$ cat src/rtl/fp_norm_round_pipe.sv
// fp_norm_round_pipe
//   Two-stage normalise / round / pack stage of the FP adder, with valid/ready
//   flow control. Stage 1 normalises the aligned sum, and stage 2 rounds it and
//   packs the result.
//   The build macro FP_DENORM_EN selects the underflow behaviour. When it is
//   defined, results underflow gradually to subnormals. When it is undefined,
//   tiny results flush to a signed zero.
// Ports
//   clock, reset          rising-edge clock, synchronous active-high reset
//   in_valid / in_ready   input handshake (in_ready does not depend on in_valid)
//   in_sign, in_exp       sign and pre-normalisation exponent
//   in_carry, in_mant     adder carry-out and aligned mantissa (hidden bit at [MAN_W])
//   in_grs                guard / round / sticky
//   in_class              00 finite, 01 zero, 10 inf, 11 NaN
//   in_rm                 00 RNE, 01 RTZ, 10 RUP, 11 RDN
//   out_valid / out_ready output handshake
//   out_result            {sign, exp, mant}
//   out_flags             {invalid, overflow, underflow, inexact}
module fp_norm_round_pipe #(
    parameter int EXP_W = 8,
    parameter int MAN_W = 23
) (
    input  logic                   clock,
    input  logic                   reset,
    input  logic                   in_valid,
    output logic                   in_ready,
    input  logic                   in_sign,
    input  logic [EXP_W-1:0]       in_exp,
    input  logic                   in_carry,
    input  logic [MAN_W:0]         in_mant,
    input  logic [2:0]             in_grs,
    input  logic [1:0]             in_class,
    input  logic [1:0]             in_rm,
    output logic                   out_valid,
    input  logic                   out_ready,
    output logic [EXP_W+MAN_W:0]   out_result,
    output logic [3:0]             out_flags
);
    localparam int EW = EXP_W + 2;
    localparam int RW = 1 + EXP_W + MAN_W;
    localparam logic [1:0] CLS_FIN  = 2'b00;
    localparam logic [1:0] CLS_ZERO = 2'b01;
    localparam logic [1:0] CLS_INF  = 2'b10;
    localparam logic [1:0] RM_RNE   = 2'b00;
    localparam logic [1:0] RM_RTZ   = 2'b01;
    localparam logic [1:0] RM_RUP   = 2'b10;
    localparam logic [EW-1:0] EXP_OVF = EW'((1 << EXP_W) - 1);

    logic adv1, adv2;
    logic s1_valid_q, s1_valid_d, s2_valid_q, s2_valid_d;
    logic s1_sign_q, s1_sign_d;
    logic [EW-1:0] s1_exp_q, s1_exp_d;
    logic [MAN_W:0] s1_mant_q, s1_mant_d;
    logic [2:0] s1_grs_q, s1_grs_d;
    logic [1:0] s1_class_q, s1_class_d, s1_rm_q, s1_rm_d;
    logic [RW-1:0] res_q, res_d, res_n;
    logic [3:0] flags_q, flags_d, flags_n;

    // Stage 1: normalise
    logic [EW-1:0] exp_ext, lzc, max_sh, sh;
    logic [MAN_W+3:0] wide;

    always_comb begin
        adv2 = !s2_valid_q || out_ready;
        adv1 = !s1_valid_q || adv2;
        exp_ext = {2'b00, in_exp};
        lzc = EW'(MAN_W + 1);
        for (int i = 0; i <= MAN_W; i++) begin
            if (in_mant[i]) lzc = EW'(MAN_W - i);
        end
        // Left shift stops at exp 1, where the value becomes subnormal.
        max_sh = (exp_ext == '0) ? '0 : exp_ext - EW'(1);
        sh = (lzc < max_sh) ? lzc : max_sh;
        wide = {in_mant, in_grs} << sh;

        s1_valid_d = adv1 ? in_valid : s1_valid_q;
        s1_sign_d  = s1_sign_q;
        s1_exp_d   = s1_exp_q;
        s1_mant_d  = s1_mant_q;
        s1_grs_d   = s1_grs_q;
        s1_class_d = s1_class_q;
        s1_rm_d    = s1_rm_q;
        if (adv1 && in_valid) begin
            s1_sign_d  = in_sign;
            s1_class_d = in_class;
            s1_rm_d    = in_rm;
            s1_exp_d   = exp_ext;
            s1_mant_d  = in_mant;
            s1_grs_d   = in_grs;
            if (in_class == CLS_FIN) begin
                if (in_carry) begin
                    s1_mant_d = {in_carry, in_mant[MAN_W:1]};
                    s1_grs_d  = {in_mant[0], in_grs[2], |in_grs[1:0]};
                    s1_exp_d  = exp_ext + EW'(1);
                end else if (in_mant == '0) begin
                    // Exact cancellation is carried as a zero-class beat.
                    s1_class_d = CLS_ZERO;
                    s1_exp_d   = '0;
                    s1_mant_d  = '0;
                    s1_grs_d   = '0;
                    if (in_rm == 2'b11) s1_sign_d = 1'b1;
                end else begin
                    s1_mant_d = wide[MAN_W+3:3];
                    s1_grs_d  = wide[2:0];
                    // Subnormal inputs (exp 0) carry an effective exponent of 1.
                    s1_exp_d  = (exp_ext == '0) ? EW'(1) : exp_ext - sh;
                end
            end
        end
    end

    // Stage 2: round and pack
    logic inc, inexact, tiny, hidden, to_inf;
    logic [MAN_W+1:0] sum;
    logic [MAN_W:0] mant_r;
    logic [EW-1:0] exp_r;

    always_comb begin
        inexact = |s1_grs_q;
        tiny    = !s1_mant_q[MAN_W];
        case (s1_rm_q)
            RM_RNE:  inc = s1_grs_q[2] && (s1_grs_q[1] || s1_grs_q[0] || s1_mant_q[0]);
            RM_RTZ:  inc = 1'b0;
            RM_RUP:  inc = !s1_sign_q && inexact;
            default: inc = s1_sign_q && inexact;
        endcase
        sum = {1'b0, s1_mant_q} + (MAN_W+2)'(inc);
        if (sum[MAN_W+1]) begin
            mant_r = {1'b1, {MAN_W{1'b0}}};
            exp_r  = s1_exp_q + EW'(1);
        end else begin
            mant_r = sum[MAN_W:0];
            exp_r  = s1_exp_q;
        end
        hidden = mant_r[MAN_W];
        to_inf = (s1_rm_q == RM_RNE) || (s1_rm_q == RM_RUP && !s1_sign_q) ||
                 (s1_rm_q == 2'b11 && s1_sign_q);

        res_n   = {s1_sign_q, (hidden ? exp_r[EXP_W-1:0] : {EXP_W{1'b0}}), mant_r[MAN_W-1:0]};
        flags_n = {2'b00, tiny && inexact, inexact};
        if (hidden && exp_r >= EXP_OVF) begin
            res_n   = to_inf ? {s1_sign_q, {EXP_W{1'b1}}, {MAN_W{1'b0}}}
                             : {s1_sign_q, {(EXP_W-1){1'b1}}, 1'b0, {MAN_W{1'b1}}};
            flags_n = 4'b0101;
        end
`ifndef FP_DENORM_EN
        else if (!hidden) begin
            res_n   = {s1_sign_q, {(RW-1){1'b0}}};
            flags_n = 4'b0011;
        end
`endif
        if (s1_class_q == CLS_ZERO) begin
            res_n   = {s1_sign_q, {(RW-1){1'b0}}};
            flags_n = 4'b0000;
        end else if (s1_class_q == CLS_INF) begin
            res_n   = {s1_sign_q, {EXP_W{1'b1}}, {MAN_W{1'b0}}};
            flags_n = 4'b0000;
        end else if (s1_class_q != CLS_FIN) begin
            res_n   = {1'b0, {EXP_W{1'b1}}, 1'b1, {(MAN_W-1){1'b0}}};
            flags_n = 4'b1000;
        end

        s2_valid_d = adv2 ? s1_valid_q : s2_valid_q;
        res_d      = res_q;
        flags_d    = flags_q;
        if (adv2 && s1_valid_q) begin
            res_d   = res_n;
            flags_d = flags_n;
        end
    end

    always_ff @(posedge clock) begin
        if (reset) begin
            s1_valid_q <= 1'b0;
            s2_valid_q <= 1'b0;
            s1_sign_q  <= 1'b0;
            s1_exp_q   <= '0;
            s1_mant_q  <= '0;
            s1_grs_q   <= '0;
            s1_class_q <= '0;
            s1_rm_q    <= '0;
            res_q      <= '0;
            flags_q    <= '0;
        end else begin
            s1_valid_q <= s1_valid_d;
            s2_valid_q <= s2_valid_d;
            s1_sign_q  <= s1_sign_d;
            s1_exp_q   <= s1_exp_d;
            s1_mant_q  <= s1_mant_d;
            s1_grs_q   <= s1_grs_d;
            s1_class_q <= s1_class_d;
            s1_rm_q    <= s1_rm_d;
            res_q      <= res_d;
            flags_q    <= flags_d;
        end
    end

    assign in_ready   = adv1;
    assign out_valid  = s2_valid_q;
    assign out_result = res_q;
    assign out_flags  = flags_q;
endmodule

$ cat config.mk
export PLATFORM = sky130hd
export DESIGN_NAME = fp_norm_round_pipe
export DESIGN_NICKNAME = d
export VERILOG_FILES = /design/src/rtl/fp_norm_round_pipe.sv
export SDC_FILE = /design/constraint.sdc
export NUM_CORES = 1
export LEC_CHECK = 0
export CELL_PAD_IN_SITES_DETAIL_PLACEMENT = 0
export CELL_PAD_IN_SITES_GLOBAL_PLACEMENT = 1
export CORE_UTILIZATION = 42
export DETAILED_ROUTE_END_ITERATION = 10
export PLACE_DENSITY_LB_ADDON = 0.1
export SETUP_SLACK_MARGIN = 0.3
export SLEW_MARGIN = 20
export SYNTH_ARGS = -nofsm -noshare
export SYNTH_HDL_FRONTEND = slang
export SYNTH_SLANG_ARGS = --single-unit
export TNS_END_PERCENT = 30
$ cat constraint.sdc
create_clock -name clock -period 5.76 [get_ports clock]
set_clock_uncertainty 0.05 [all_clocks]
set_input_delay 0.576 -clock clock [delete_from_list [all_inputs] [get_ports clock]]
set_output_delay 0.576 -clock clock [all_outputs]
set_load 0.1 [all_outputs]
# Yosys cells after proc, flatten, opt, wreduce, memory -nomap -nowiden
# Index checks and enable logic that the tools add are counted.
dict set report totals {
  reg_bits 80
  in_bits 45
  out_inout_bits 38
  wordCells 107
}
dict set report op_classes {
  add_sub_neg 5
  n_lt_le_gt_ge 2
  n_eq_ne 6
  shift 1
  n_mux 57
  n_reduce_logical 26
}
# op count
set op_table {}
lappend op_table {{two-way mux 10 bit} 30}
lappend op_table {{two-way mux 24 bit} 5}
lappend op_table {{two-way mux 32 bit} 3}
lappend op_table {{two-way mux 31 bit} 2}
lappend op_table {{left shift 27 x 10 -> 27 bit} 1}
lappend op_table {{adder 24 x 1 -> 25 bit} 1}
lappend op_table {{zero test 24 bit} 1}
lappend op_table {{two-way mux 4 bit} 4}
lappend op_table {{two-way mux 3 bit} 4}
lappend op_table {{adder 10 x 1 -> 10 bit, second input constant} 1}
lappend op_table {{>= comparator 10 x 8 -> 1 bit, second input constant} 1}
lappend op_table {{< comparator 10 bit} 1}
lappend op_table {{subtractor 8 x 10 -> 10 bit} 1}
lappend op_table {{adder 8 x 1 -> 9 bit, second input constant} 1}
lappend op_table {{logical AND 1 bit} 9}
lappend op_table {{subtractor 8 x 1 -> 9 bit, second input constant} 1}
lappend op_table {{== test 2 bit, second input constant} 4}
lappend op_table {{zero test 8 bit} 1}
lappend op_table {{two-way mux 2 bit} 4}
lappend op_table {{logical OR 1 bit} 6}
lappend op_table {{== test 2 x 1 -> 1 bit, second input constant} 2}
lappend op_table {{zero test 1 bit} 4}
lappend op_table {{zero test 2 bit} 2}
lappend op_table {{two-way mux 1 bit} 4}
lappend op_table {{other kinds (4)} 4}

# Longest topological paths before layout
dict set report depth {
  ltp_word 31
  mapped_depth 24
  mapped_depth_nobuf 22
}

# Least setup slack after synthesis
# Ideal clock, no wire load.
dict set report synth_path {
  kind {input to register}
  from {input port in_mant[0]}
  to {register s1_exp_q[4]}
  setup_time_ns 0.124
  t_arrival_ns 5.195
  t_required_ns 5.586
  setup_slack_ns 0.391
  cell_stages 23
  path_buffers 2
  path_cell_list {clkbuf_1 -> or4_1 -> a31oi_1 -> nor2_1 -> o21ai_2 -> inv_2 -> ha_1 -> o21a_1 -> o21a_1 -> o221a_1 -> a21boi_1 -> a21boi_4 -> mux2i_4 -> clkinv_2 -> buf_2 -> ha_1 -> inv_1 -> fa_1 -> maj3_2 -> maj3_2 -> xor2_1 -> a221oi_1 -> o21ai_1}
}
dict set report synth_via {
  elab_chain_len 31
  word_cells_on_any_way 32
  cone_classes {add/sub: 1; order compare: 1; mux: 29; reduce/logical: 1}
}
# element line_no
set synth_rtl {}
lappend synth_rtl {{start, declared} 30} ;# input logic [MAN_W:0] in_mant,
lappend synth_rtl {{two-way mux 4 bit} 69} ;# if (in_mant[i]) lzc = EW'(MAN_W - i);
lappend synth_rtl {{two-way mux 10 bit (23 in a row)} 69}
lappend synth_rtl {{< comparator 10 bit} 73} ;# sh = (lzc < max_sh) ? lzc : max_sh;
lappend synth_rtl {{two-way mux 10 bit} 73}
lappend synth_rtl {{subtractor 8 x 10 -> 10 bit} 106} ;# s1_exp_d = (exp_ext == '0) ? EW'(1) : exp_ext - sh;
lappend synth_rtl {{two-way mux 10 bit} 106}
lappend synth_rtl {{two-way mux 10 bit (*)} 95} ;# end else if (in_mant == '0) begin
lappend synth_rtl {{two-way mux 10 bit (*)} 91} ;# if (in_carry) begin
lappend synth_rtl {{two-way mux 10 bit (*)} 90} ;# if (in_class == CLS_FIN) begin
lappend synth_rtl {{end signal, assigned} 188} ;# s1_exp_q <= s1_exp_d;
lappend synth_rtl {{end, declared} 52} ;# logic [EW-1:0] s1_exp_q, s1_exp_d;
# Every way passes the cells marked *; elsewhere a longest branch is shown, timed or not.
# A chain may end at the register's enable or synchronous reset.

# Worst setup path in the final report
dict set report layout_path {
  from {input port in_exp[0]}
  to {register s1_exp_q[7]}
}
dict set report layout_via {
  elab_chain_len 9
  word_cells_on_any_way 11
  cone_classes {add/sub: 3; order compare: 1; mux: 6; reduce/logical: 1}
}
# element line_no
set layout_rtl {}
lappend layout_rtl {{start, declared} 28} ;# input logic [EXP_W-1:0] in_exp,
lappend layout_rtl {{subtractor 8 x 1 -> 9 bit / zero test 8 bit (equally long branches)} {72, 106}}
lappend layout_rtl {{two-way mux 10 bit} 72} ;# max_sh = (exp_ext == '0) ? '0 : exp_ext - EW'(1);
lappend layout_rtl {{< comparator 10 bit} 73}
lappend layout_rtl {{two-way mux 10 bit} 73}
lappend layout_rtl {{subtractor 8 x 10 -> 10 bit} 106}
lappend layout_rtl {{two-way mux 10 bit} 106}
lappend layout_rtl {{two-way mux 10 bit} 95}
lappend layout_rtl {{two-way mux 10 bit (*)} 91}
lappend layout_rtl {{two-way mux 10 bit (*)} 90}
# Marks and branches as above.

==> flow_summary.ini <==
[floorplan]
core_area_um2 = 16060
die_w_um = 131.1
fp-row-count = 46
die_h_um = 131.1
start_util_pct = 43.60
io_pins = 83
die-area_um2 = 17190

[setup_path]
cpPeakStageDelay_ps = 510
path_buf_inv = 4
timing.rr.start = s1_rm_q[1]
worstPathMaxFanout = 4
r2r.worst_path.cells = 18
cp_slowest_cell = or4b_1
rrSetupSlack_ps = 1050
cp.arrival_ps = 5420
cp_top_family = simple AND/OR/NAND/NOR gates
cp_common_cell = ha_1
worstPathRequired_ps = 5970
worstSetupPathType = primary input to flip-flop
crit_path_end_kind = flip-flop
cp-start-kind = primary input
rr_endpoint = out_result[0]
crit_chain = clkdlybuf4s50_1 > inv_1 > ha_1 > nor4b_2 > and2_1 > nor2_1 > inv_1 > ha_1 > nand2b_1 > or4_1 > o21bai_1 > and3_1 > a21boi_4 > mux2_4 > inv_2 > ha_1 > a21o_1 > maj3_2 > a21oi_2 > o21ai_1 > or4b_1 > o211ai_1

[cells_and_area]
layout_common_cells = 110 x nand2_1, 87 x nor2_1, 81 x clkdlybuf4s50_1, 80 x dfxtp_1, 70 x a21oi_1
final_common_cell = nand2_1
regArea_um2 = 1602
nets = 1086
drive_gt1_share_pct = 11.86
area_delta_synth_final_pct = 21.68
antenna_cells = 0
multi_input_area_um2 = 4997
stdcell_area_um2 = 8519
n_fill_cell = 1574

[global_routing]
grt_usage_pct = 26.95
grt_max_degree = 56
overflow = 0
grt_pass1_wl_um = 37430
antenna_found_initial = 0
first_global_vias = 6731

[timing]
tightest_slew_ps = 1004
period_share_pct = 90.31
rsz0062_at_grt = no
final-hold-violation-count = 0
finalSetupTns_ps = 0
slew_violations = 0
slew_headroom_pct = 32.80
post-route-min-period_ps = 5202
fmax_mhz = 192.2
setup_violations = 0

[placed_design]
portBuffers = 82
placed_cell_area_um2 = 8180
dpl.hpwl_um = 17800
gp_congestion = 0.9636

[yosys]
ys_ff_latch = 80
ys_seq_area_share_pct = 22.87
synthCells = 952
synthArstFlopShare_pct = 0
syn_avg_cell_area_um2 = 7.355
yosysWarningCount = 0
synth_edf_count = 0
ys.flop_type = dfxtp_1
netlist_area_um2 = 7002
synth.distinct_cells = 89

[min_path]
hold_depth = 2
hp-class = flip-flop to flip-flop
hold_end = out_result[2]
min_from = out_result[2]

[route]
drt_first_pass_iters = 7
avgRoutedWirePerCell_um = 18.80
postRouteAntennaNets = 0
drt_iter0_drc = 600
route.detailed.drc = 0
finalWirelength_um = 23410
viasPerCell = 5.938
vias = 7393

[clock_network]
worst_setup_hold_path_clk_slew_ps = 60
numCtsBuffers = 9
cts_max_level = 3
max-clock-path-buffers = 2
cts_tree = done
cts_sinks = 80
clockRootBuffer = clkbuf_16
clk_latency_ps = 340

[outcome]
outcome = finished, final reports clean

[power_and_ir_drop]
total_power_w = 0.001723
leakage_nw = 3.278
powerDensity_nw_per_um2 = 202.3
peakVddDrop_mv = 0.1219

[run]
cap_violations = 0
==> synth_stat cells, types with 8 or more instances <==
library cell    n  area share (%)
mux2_2         13             2.1
xor2_1         14             1.8
or3_1           8            0.71
xnor2_1        24             3.0
o211ai_1       18             1.9
nor3_1         33             2.4
o21ai_1        10            0.71
nor2_1         88             4.7
ha_1           16             2.9
nand4_1        13             1.2
dfxtp_1        80              23
nand3_1        34             2.4
mux2i_1        48             6.9
and3_1         13             1.2
nor4_1         14             1.3
clkbuf_1       61             3.3
nand2_1       110             5.9
nor2b_1         8            0.71
o21ai_0        56             4.0
a221oi_1       18             2.3
nand2b_1        8            0.71
a21oi_1        70             5.0
inv_1          19             1.0
a221o_1         8             1.1
buf_2          11            0.79
a211oi_1       15             1.6
==> per-layer routing <==
metal,GRT usage [%],part of all wire (%),wire length (um),up-vias
met5,0,0,0,-
met4,9.281,2.2,519,0
met3,2.816,5.4,1266,34
met2,41.61,45,10490,282
met1,38.65,48,11130,3417
li1,-,-,-,3660
==> where the power goes <==
| group | internal (W) | switching (W) |
|---|---|---|
| sequential | 0.000583 | 0.0000381 |
| clock | 0.000382 | 0.000215 |
| combinational | 0.000196 | 0.000309 |
| total | 0.00116 | 0.000563 |
==> cells by family after synthesis <==
| kind of cell | synth area share, % |
|---|---|
| other | 0.05356 |
| AO/OA/AOI/OAI | 26.68 |
| XOR/XNOR | 4.753 |
| adder cells (fa/ha/maj) | 3.628 |
| AND/OR/NAND/NOR | 25.23 |
| flip-flops | 22.87 |
| multiplexers | 10.70 |
| buffers and inverters | 6.076 |
==> flip-flops by register name (all words and copies together), names as in the netlist <==
signal      cells
s1_class_q      2
out_valid       1
s1_sign_q       1
s1_mant_q      24
s1_valid_q      1
out_flags       4
s1_rm_q         2
out_result     32
s1_exp_q       10
s1_grs_q        3
==> through the flow <==
stage	setup slack (ps)	instances	hold WS [ps]	util [%]
floorplan	390.8	954	395.5	-
global placement	265.7	1228	385.0	50.94
detailed placement	149.9	1228	392.8	50.94
CTS	478.8	1244	403.9	52.93
global route	295.2	1245	425.9	53.05
finish	558.3	1245	399.2	53.05
==> cell type report <==
| cell class | instances | area share (%) |
|---|---|---|
| clock buffers | 14 | 3.334 |
| clock inverters | 2 | 0.4112 |
| inverters | 23 | 1.028 |
| multi-input cells | 771 | 58.66 |
| flip-flops and latches | 80 | 18.80 |
| well taps | 216 | 3.172 |
| repair buffers | 139 | 14.60 |
==> worst min-delay path: cells and delay by family (launching register included) <==
| kind | cells | cell delay, ps |
|---|---|---|
| flops | 1 | 320 |
| compound gates | 1 | 50 |
| simple gates | 1 | 40 |
==> worst max path at each step <==
stage | startpoint | endpoint | slack, ps | depth (start not counted)
finish | in_exp[0] | s1_exp_q[7] | 560 | 22
floorplan | in_mant[0] | s1_exp_q[4] | 390 | 23
CTS | in_mant[11] | s1_exp_q[7] | 480 | 20
global placement | in_mant[11] | s1_exp_q[7] | 270 | 20
global route | in_exp[0] | s1_exp_q[7] | 300 | 22
detailed placement | in_mant[11] | s1_exp_q[7] | 150 | 20
==> timing repair <==
item | CTS | global route
setup buffers | 0 | 1
endpoints found under the setup margin | 0 | 7
hold buffers | 0 | 0
resized for setup | 0 | 5
No activity file was read; power rests on OpenSTA's default activity.
